### src/rtl/display_defs.sv
// Shared definitions for the 7-segment scan path: digit code map and default digit count.
package display_defs;

  localparam int unsigned DIGITS_DEFAULT = 8;
  localparam int unsigned CODE_W         = 4;

  localparam logic [CODE_W-1:0] CODE_A     = 4'd10;
  localparam logic [CODE_W-1:0] CODE_T     = 4'd11;
  localparam logic [CODE_W-1:0] CODE_U     = 4'd12;
  localparam logic [CODE_W-1:0] CODE_BLANK = 4'd13;
  localparam logic [CODE_W-1:0] CODE_E     = 4'd14;
  localparam logic [CODE_W-1:0] CODE_OFF   = 4'd15;

  // Codes that keep the anode off regardless of blanking mode.
  function automatic logic code_is_dark(input logic [CODE_W-1:0] code);
    return (code == CODE_BLANK) || (code == CODE_OFF);
  endfunction

endpackage

### src/rtl/refresh_tick.sv
// Refresh prescaler: one-cycle tick every REFRESH_DIV clocks (REFRESH_DIV >= 2).
module refresh_tick #(
  parameter int unsigned REFRESH_DIV = 100000
) (
  input  logic clk,
  input  logic rst,
  output logic tick_o
);

  localparam int unsigned CNT_W = $clog2(REFRESH_DIV);

  logic [CNT_W-1:0] cnt_q, cnt_d;
  logic             tick_q, tick_d;

  // tick_q is high exactly while cnt_q sits at its terminal value.
  always_comb begin
    cnt_d  = tick_q ? '0 : cnt_q + CNT_W'(1);
    tick_d = (cnt_d == CNT_W'(REFRESH_DIV - 1));
  end

  always_ff @(posedge clk or posedge rst) begin
    if (rst) begin
      cnt_q  <= '0;
      tick_q <= 1'b0;
    end else begin
      cnt_q  <= cnt_d;
      tick_q <= tick_d;
    end
  end

  assign tick_o = tick_q;

endmodule

### src/rtl/display_scan.sv
// Time-multiplexed 7-segment scan driver with frame-aligned double buffering
// and optional leading-zero blanking.
module display_scan
  import display_defs::*;
#(
  parameter int unsigned DIGITS      = DIGITS_DEFAULT,
  parameter int unsigned REFRESH_DIV = 100000
) (
  input  logic                       clk,
  input  logic                       rst,
  input  logic                       load,
  input  logic [CODE_W*DIGITS-1:0]   value,
  input  logic                       blank_lz,
  output logic [CODE_W-1:0]          q,
  output logic [DIGITS-1:0]          an,
  output logic                       frame_done
);

  localparam int unsigned IDX_W = (DIGITS > 1) ? $clog2(DIGITS) : 1;

  typedef logic [DIGITS-1:0][CODE_W-1:0] codes_t;

  logic              tick;
  logic              wrap;
  logic [IDX_W-1:0]  idx_q, idx_d;
  codes_t            shadow_q, shadow_d;
  codes_t            active_q, active_d;
  logic              pending_q, pending_d;
  logic [CODE_W-1:0] q_q, q_d;
  logic [DIGITS-1:0] an_q, an_d;
  logic              frame_done_q, frame_done_d;
  logic [DIGITS-1:0] dark;
  logic              lz_run;

  refresh_tick #(
    .REFRESH_DIV (REFRESH_DIV)
  ) u_refresh_tick (
    .clk    (clk),
    .rst    (rst),
    .tick_o (tick)
  );

  assign wrap = tick && (idx_q == IDX_W'(DIGITS - 1));

  // Digit index and frame-aligned commit of the shadow buffer.
  always_comb begin
    idx_d     = idx_q;
    shadow_d  = shadow_q;
    active_d  = active_q;
    pending_d = pending_q;
    if (tick) begin
      idx_d = wrap ? '0 : idx_q + IDX_W'(1);
    end
    if (wrap) begin
      if (load) begin
        active_d  = codes_t'(value);
        shadow_d  = codes_t'(value);
        pending_d = 1'b0;
      end else if (pending_q) begin
        active_d  = shadow_q;
        pending_d = 1'b0;
      end
    end else if (load) begin
      shadow_d  = codes_t'(value);
      pending_d = 1'b1;
    end
  end

  // Dark digits: blank codes, plus leading zeros scanned from the top when enabled.
  always_comb begin
    dark   = '0;
    lz_run = blank_lz;
    for (int k = int'(DIGITS) - 1; k >= 0; k--) begin
      lz_run  = lz_run && (active_d[k] == '0);
      dark[k] = code_is_dark(active_d[k]) || ((k != 0) && lz_run);
    end
  end

  always_comb begin
    q_d          = active_d[idx_d];
    an_d         = '1;
    if (!dark[idx_d]) begin
      an_d[idx_d] = 1'b0;
    end
    frame_done_d = wrap;
  end

  always_ff @(posedge clk or posedge rst) begin
    if (rst) begin
      idx_q        <= '0;
      shadow_q     <= '0;
      active_q     <= '0;
      pending_q    <= 1'b0;
      q_q          <= '0;
      an_q         <= '1;
      frame_done_q <= 1'b0;
    end else begin
      idx_q        <= idx_d;
      shadow_q     <= shadow_d;
      active_q     <= active_d;
      pending_q    <= pending_d;
      q_q          <= q_d;
      an_q         <= an_d;
      frame_done_q <= frame_done_d;
    end
  end

  assign q          = q_q;
  assign an         = an_q;
  assign frame_done = frame_done_q;

endmodule
### config.mk
export PLATFORM = sky130hd
export DESIGN_NAME = display_scan
export DESIGN_NICKNAME = d
export VERILOG_FILES = /design/src/rtl/display_defs.sv /design/src/rtl/refresh_tick.sv /design/src/rtl/display_scan.sv
export SDC_FILE = /design/constraint.sdc
export NUM_CORES = 1
export LEC_CHECK = 0
export CORE_ASPECT_RATIO = 0.5
export CORE_MARGIN = 2
export CORE_UTILIZATION = 51
export CTS_BUF_LIST = sky130_fd_sc_hd__clkbuf_16
export DETAILED_ROUTE_END_ITERATION = 12
export PLACE_DENSITY = 0.79
export SLEW_MARGIN = 10
export SYNTH_ARGS = -nofsm -noshare
export SYNTH_HDL_FRONTEND = slang
export SYNTH_HIERARCHICAL = 1
export SYNTH_SLANG_ARGS = --single-unit
### constraint.sdc
create_clock -name clk -period 2.93 [get_ports clk]
set_input_delay 0.7325 -clock clk [delete_from_list [all_inputs] [get_ports clk]]
set_output_delay 0.7325 -clock clk [all_outputs]
set_load 0.01 [all_outputs]
# Word level (Yosys, flattened, before mapping)
# Cells that the tools add are included.
[totals]
output_inout_bits = 13
reg_bits = 99
[op_classes]
n_mux = 15
addsub = 2
reduce_logical = 32
magnitude_cmp = 2
n_eq_ne = 18
bitwise_logic = 1
[op_table]
columns = ["operator", "n"]
rows = [
  ["2-to-1 mux 32 bit", 3],
  ["equality test 4 bit, second input constant", 16],
  ["zero test 4 bit", 7],
  ["adder 17 x 1 -> 17 bit, second input constant", 1],
  ["equality test 17 bit, second input constant", 1],
  ["2-to-1 mux 17 bit", 1],
  ["logical OR 1 bit", 15],
  ["binary-select mux 4 bit (select 3 bit)", 1],
  ["logical AND 1 bit", 9],
  ["2-to-1 mux 8 bit", 1],
  ["inverter 8 bit", 1],
  ["2-to-1 mux 3 bit", 2],
  ["< comparator 3 x 4 -> 1 bit, second input constant", 1],
  ["2-to-1 mux 1 bit", 4],
  ["2-to-1 mux 4 bit", 1],
  ["adder 3 x 1 -> 3 bit, second input constant", 1],
  ["binary-select mux 1 bit (select 3 bit)", 1],
  ["demux 1 bit (select 3 bit)", 1],
  ["equality test 3 bit, second input constant", 1],
  [">= comparator 3 x 1 -> 1 bit, second input constant", 1],
  ["nonzero test 2 bit", 1],
]

# Depth between registers and ports, before layout
[depth]
depth_word = 15
depth_mapped = 12
ltp_nobuf = 9

# Modules after synthesis
# Netlist, hierarchy kept.
[modules_own_cells]
columns = ["module", "seq_area_each_um2", "n_inst", "area_each_um2", "cells_per_inst"]
rows = [
  ["display_scan", 2037.0, 1, 3906.2, 370],
  ["refresh_tick", 450.4, 1, 918.4, 100],
]

# Least setup slack after synthesis
# Ideal clock, no wire load.
[synth_path]
path_kind = "input port to flip-flop"
startpoint = "input load"
endpoint = "register an_q[4] (netlist: an[4])"
slack_ns = 0.575
arrival_time_ns = 2.261
setup_time_ns = 0.094
path_buffers = 1
cell_stages = 6
path_cell_list = "buf_2 > mux2_2 > mux2i_1 > nor2_1 > a31o_1 > or4_1"
[synth_between]
elab_chain_len = 14
word_cells_on_any_way = 50
classes_between = "eq/ne: 16; mux: 5; reduce/logical: 29"
[synth_rtl]
columns = ["element", "line_no", "rtl"]
rows = [
  ["start: declaration", "display_scan.sv:11", "input logic load,"],
  ["2-to-1 mux 32 bit (*)", "display_scan.sv:55", "if (load) begin"],
  ["2-to-1 mux 32 bit (*)", "display_scan.sv:54", "if (wrap) begin"],
  ["zero test 4 bit", "display_scan.sv:74", "lz_run = lz_run && (active_d[k] == '0);"],
  ["logical AND 1 bit (7 in series)", "display_scan.sv:74", ""],
  ["logical OR 1 bit", "display_scan.sv:75", "dark[k] = code_is_dark(active_d[k]) || ((k != 0) && lz_run);"],
  ["binary-select mux 1 bit (select 3 bit) (*)", "display_scan.sv:82", "if (!dark[idx_d]) begin"],
  ["2-to-1 mux 1 bit (not written as such) (*)", "display_scan.sv:82", ""],
  ["2-to-1 mux 8 bit (*)", "display_scan.sv:82", ""],
  ["net an_d[4]", "display_scan.sv:30", "logic [DIGITS-1:0] an_q, an_d;"],
  ["end signal: assignment", "display_scan.sv:103", "an_q <= an_d;"],
  ["end: declaration", "display_scan.sv:30", ""],
]
# Mark *: on every way through the listed nets, which the timed path passes. The rest lies on a longest branch. The select of a mux whose other input is x is not followed.
# A chain may end at the register's enable or synchronous reset.

# Worst setup path after layout
[layout_path]
startpoint = "register idx_q[1]"
endpoint = "register an_q[5] (netlist: an[5])"
[layout_between]
elab_chain_len = 15
word_cells_on_any_way = 60
classes_between = "add/sub: 1; order compare: 2; eq/ne: 17; mux: 8; bitwise: 1; reduce/logical: 31"
[layout_rtl]
columns = ["element", "line_no", "rtl"]
rows = [
  ["start: declaration", "display_scan.sv:25", "logic [IDX_W-1:0] idx_q, idx_d;"],
  ["start signal: assignment", "display_scan.sv:98", "idx_q <= idx_d;"],
  ["branches (longest 14 deep; another with < comparator 3 x 4 -> 1 bit)", "-", ""],
  ["2-to-1 mux 8 bit (*)", "display_scan.sv:82", ""],
  ["net an_d[5]", "display_scan.sv:30", ""],
]
# Mark *: on every way through the listed nets, which the timed path passes. The select of a mux whose other input is x is not followed.

==> run metrics <==
layout cells sized above 1=16.2%; gr usage total=23.4%; via count=3785; Post-CTS Setup Bufs=0; TritonCTS clock tree=done; clock-pin slew on the worst setup and hold paths=~0.070 ns; CP most frequent cell=ha_1; Yosys top cell by area=dfrtp_1; hold buffers post-CTS=0; overall power=0.00283 W; Period minus WS final=between 2 and 3 ns; Highest Clock Rate=around 380 MHz; Resize count post-CTS=0; first-pass GRT wire length=~19000 µm; Synth Cell Area=between 4000 and 5000 µm²; DRT Wirelength=11200 µm; Hold Fails Final Rpt=0; DP Cell Count=636; Post-DP Area=about 5500 µm²; remaining antenna violation count=0; RSZ-0062 raised after global routing=no; Seq/Total Area, Yosys=51.6%; register bit total from synthesis=99; port bufs=48; H-tree levels=3; clk_lat worst skew=0.35 ns; area share of the largest cell type after synthesis=47.2%; ys async rst share=100%; Post-DP HPWL=8080 µm; largest net degree at the start of global routing=34; worst stage delay on the critical path=approximately 0.50 ns; Setup Total Neg Slack=0 ns; final net count=approximately 570; Max-Cap Viols=0; Site Rows=25; drt pass-1 iters=5; Worst slew margin=56.2%; Num CTS Buffers=9; Yosys Warn Count=6; Syn Nets=slightly above 500; crit share post-route=90.7%; count of different cell masters after synthesis=65; Post-Syn Instances=470; CP Launch Type=flip-flop; synth top area cells=dfrtp_1 (47%), mux2_2 (6.3%), nand2_1 (5.3%); Die Span Y=72.8 µm; worst-case clock buffer depth=2; Leakage=2.59 nW; Worst Path Required=3.19 ns; Synth top cells by count=dfrtp_1 (91), nand2_1 (68), nor2_1 (37); DR vias/cell=5.81; syn avg cell area=a little over 10 µm²; worst setup margin=0.272 ns; slowest CP cell=or4_1; WP data arrival=2.92 ns; vias in the first global route=3826; crit end category=flip-flop; critical path, cell by cell=ha_1 -> ha_1 -> o211a_1 -> buf_4 -> mux2i_1 -> nor4b_1 -> a31o_1 -> or4_1; Finish-stage setup viols=0; IO Pins=49; Core Box Area=about 9300 µm²; DP Worst Slack=0.135 ns; Post-synth top flop=dfrtp_1; non-filler cells, final=652; clock root buffer=clkbuf_16; Worst Skew=approximately 0.0073 ns; antenna violations before repair=0; cell with the most instances after synthesis=dfrtp_1; gpl congestion=0.896; 1st-iter DRT viols=305; Crit Path Class=flip-flop to flip-flop; Remaining DRCs=0; Die ar.=~10000 µm²; Wirelength per Cell=17.2 µm; GRT Residual Overflow=0; Reg area=2490 µm²; DIE WIDTH=142 µm; effective utilization at floorplan=around half; outcome=finished clean; # clock sinks=99; PwrDens=487 nW/µm²; Worst-Margin Slew=between 0.6 and 0.7 ns; Min-Delay Path Class=flip-flop to flip-flop; Final Slew Violations=0; Worst VDD drop=0.301 mV; worst-path fanout max=8; FILL cells=733; final instance area=5810 µm²; Area growth syn-to-layout=20.5%; ant diodes=0; multi-input logic area=2130 µm²; Post-synth EDFFs=0
-- critical path, delay by kind of cell (launching register included) --
| kind | cells | cell delay (ns) |
|---|---|---|
| mux | 1 | 0.29 |
| simple gates | 2 | 0.60 |
| flops | 1 | 0.39 |
| fa+ha+maj | 2 | 0.44 |
| buf+inv | 1 | 0.21 |
| compound gates | 2 | 0.63 |
-- state kept, by name (all words and copies together), names as in the netlist --
register	cells
shadow_q	32
frame_done	1
u_refresh_tick/tick_o	1
an	8
u_refresh_tick/cnt_q	17
pending_q	1
active_q	32
q	4
idx_q	3
-- through the flow --
stage                     hold WS (ns)  utilization (%)
after CTS                        0.510             62.4
after global placement           0.483             59.3
after floorplan                  0.459                -
final                            0.505             62.4
after detailed placement         0.488             59.3
after global routing             0.529             62.4
-- final timing paths --
check,start,endpoint,slack (ns),cells past startpoint
setup / recovery,idx_q[1]$_DFF_PP0_,an[5]$_DFF_PP1_,0.27,8
hold / removal,shadow_q[16]$_DFFE_PP0P_,shadow_q[16]$_DFFE_PP0P_,0.51,1
setup reg to reg,idx_q[1]$_DFF_PP0_,an[5]$_DFF_PP1_,0.27,8
hold reg to reg,shadow_q[16]$_DFFE_PP0P_,shadow_q[16]$_DFFE_PP0P_,0.51,1
max in group asynchronous,rst,active_q[8]$_DFF_PP0_,1.48,3
min in group asynchronous,rst,shadow_q[16]$_DFFE_PP0P_,0.79,2
-- final cells by class --
type / count / area share, %
clock inverters: 7 / 1.01
repair buffers: 68 / 11.6
flip-flops and latches: 99 / 42.8
multi-input cells: 326 / 36.7
well taps: 121 / 2.60
inverters: 22 / 1.44
clock buffers: 9 / 3.87
-- power breakdown --
group          switching (W)  internal, W
clock network       0.000502     0.000651
logic               0.000115     0.000121
registers          0.0000230      0.00142
-- logic make-up (layout without fill, tap and decap cells) --
kind of cell / after synthesis / after routing / share of synthesized area [%]
AOI/OAI and AO/OA: 84 / 84 / 12.2
adders and majority gates: 3 / 3 / 0.778
muxes: 44 / 44 / 10.2
and+or+nand+nor: 183 / 183 / 18.7
xor gates and xnor gates: 12 / 12 / 2.18
buffers and inverters: 45 / 106 / 4.33
DFF: 99 / 99 / 51.6
-- routing by layer --
layer,part of all wire [%],vias to the layer above,global-route usage [%]
li1,-,1789,-
met1,43,1852,29.4
met2,49,123,40.0
met3,6.1,21,7.22
met4,1.9,0,6.56
met5,0,-,0
-- layout by cell type (no fill, tap or decap), drive strengths merged, types with 4 or more instances in the layout --
cell type,count
xnor2,6
a21o,5
inv,21
buf,21
nand2b,6
clkbuf,9
a211oi,4
xor2,6
dfrtp,91
nand4,9
or2,4
clkinv,7
nor2,37
mux2i,13
nand3,11
nand3b,6
o211ai,4
mux2,31
o221ai,4
a31oi,8
or4,4
nor3,11
a22oi,5
nor4,9
dfstp,8
nor2b,5
clkdlybuf4s50,47
a21oi,16
nand2,69
o21ai,16
Power figures use the tool's default switching activity.
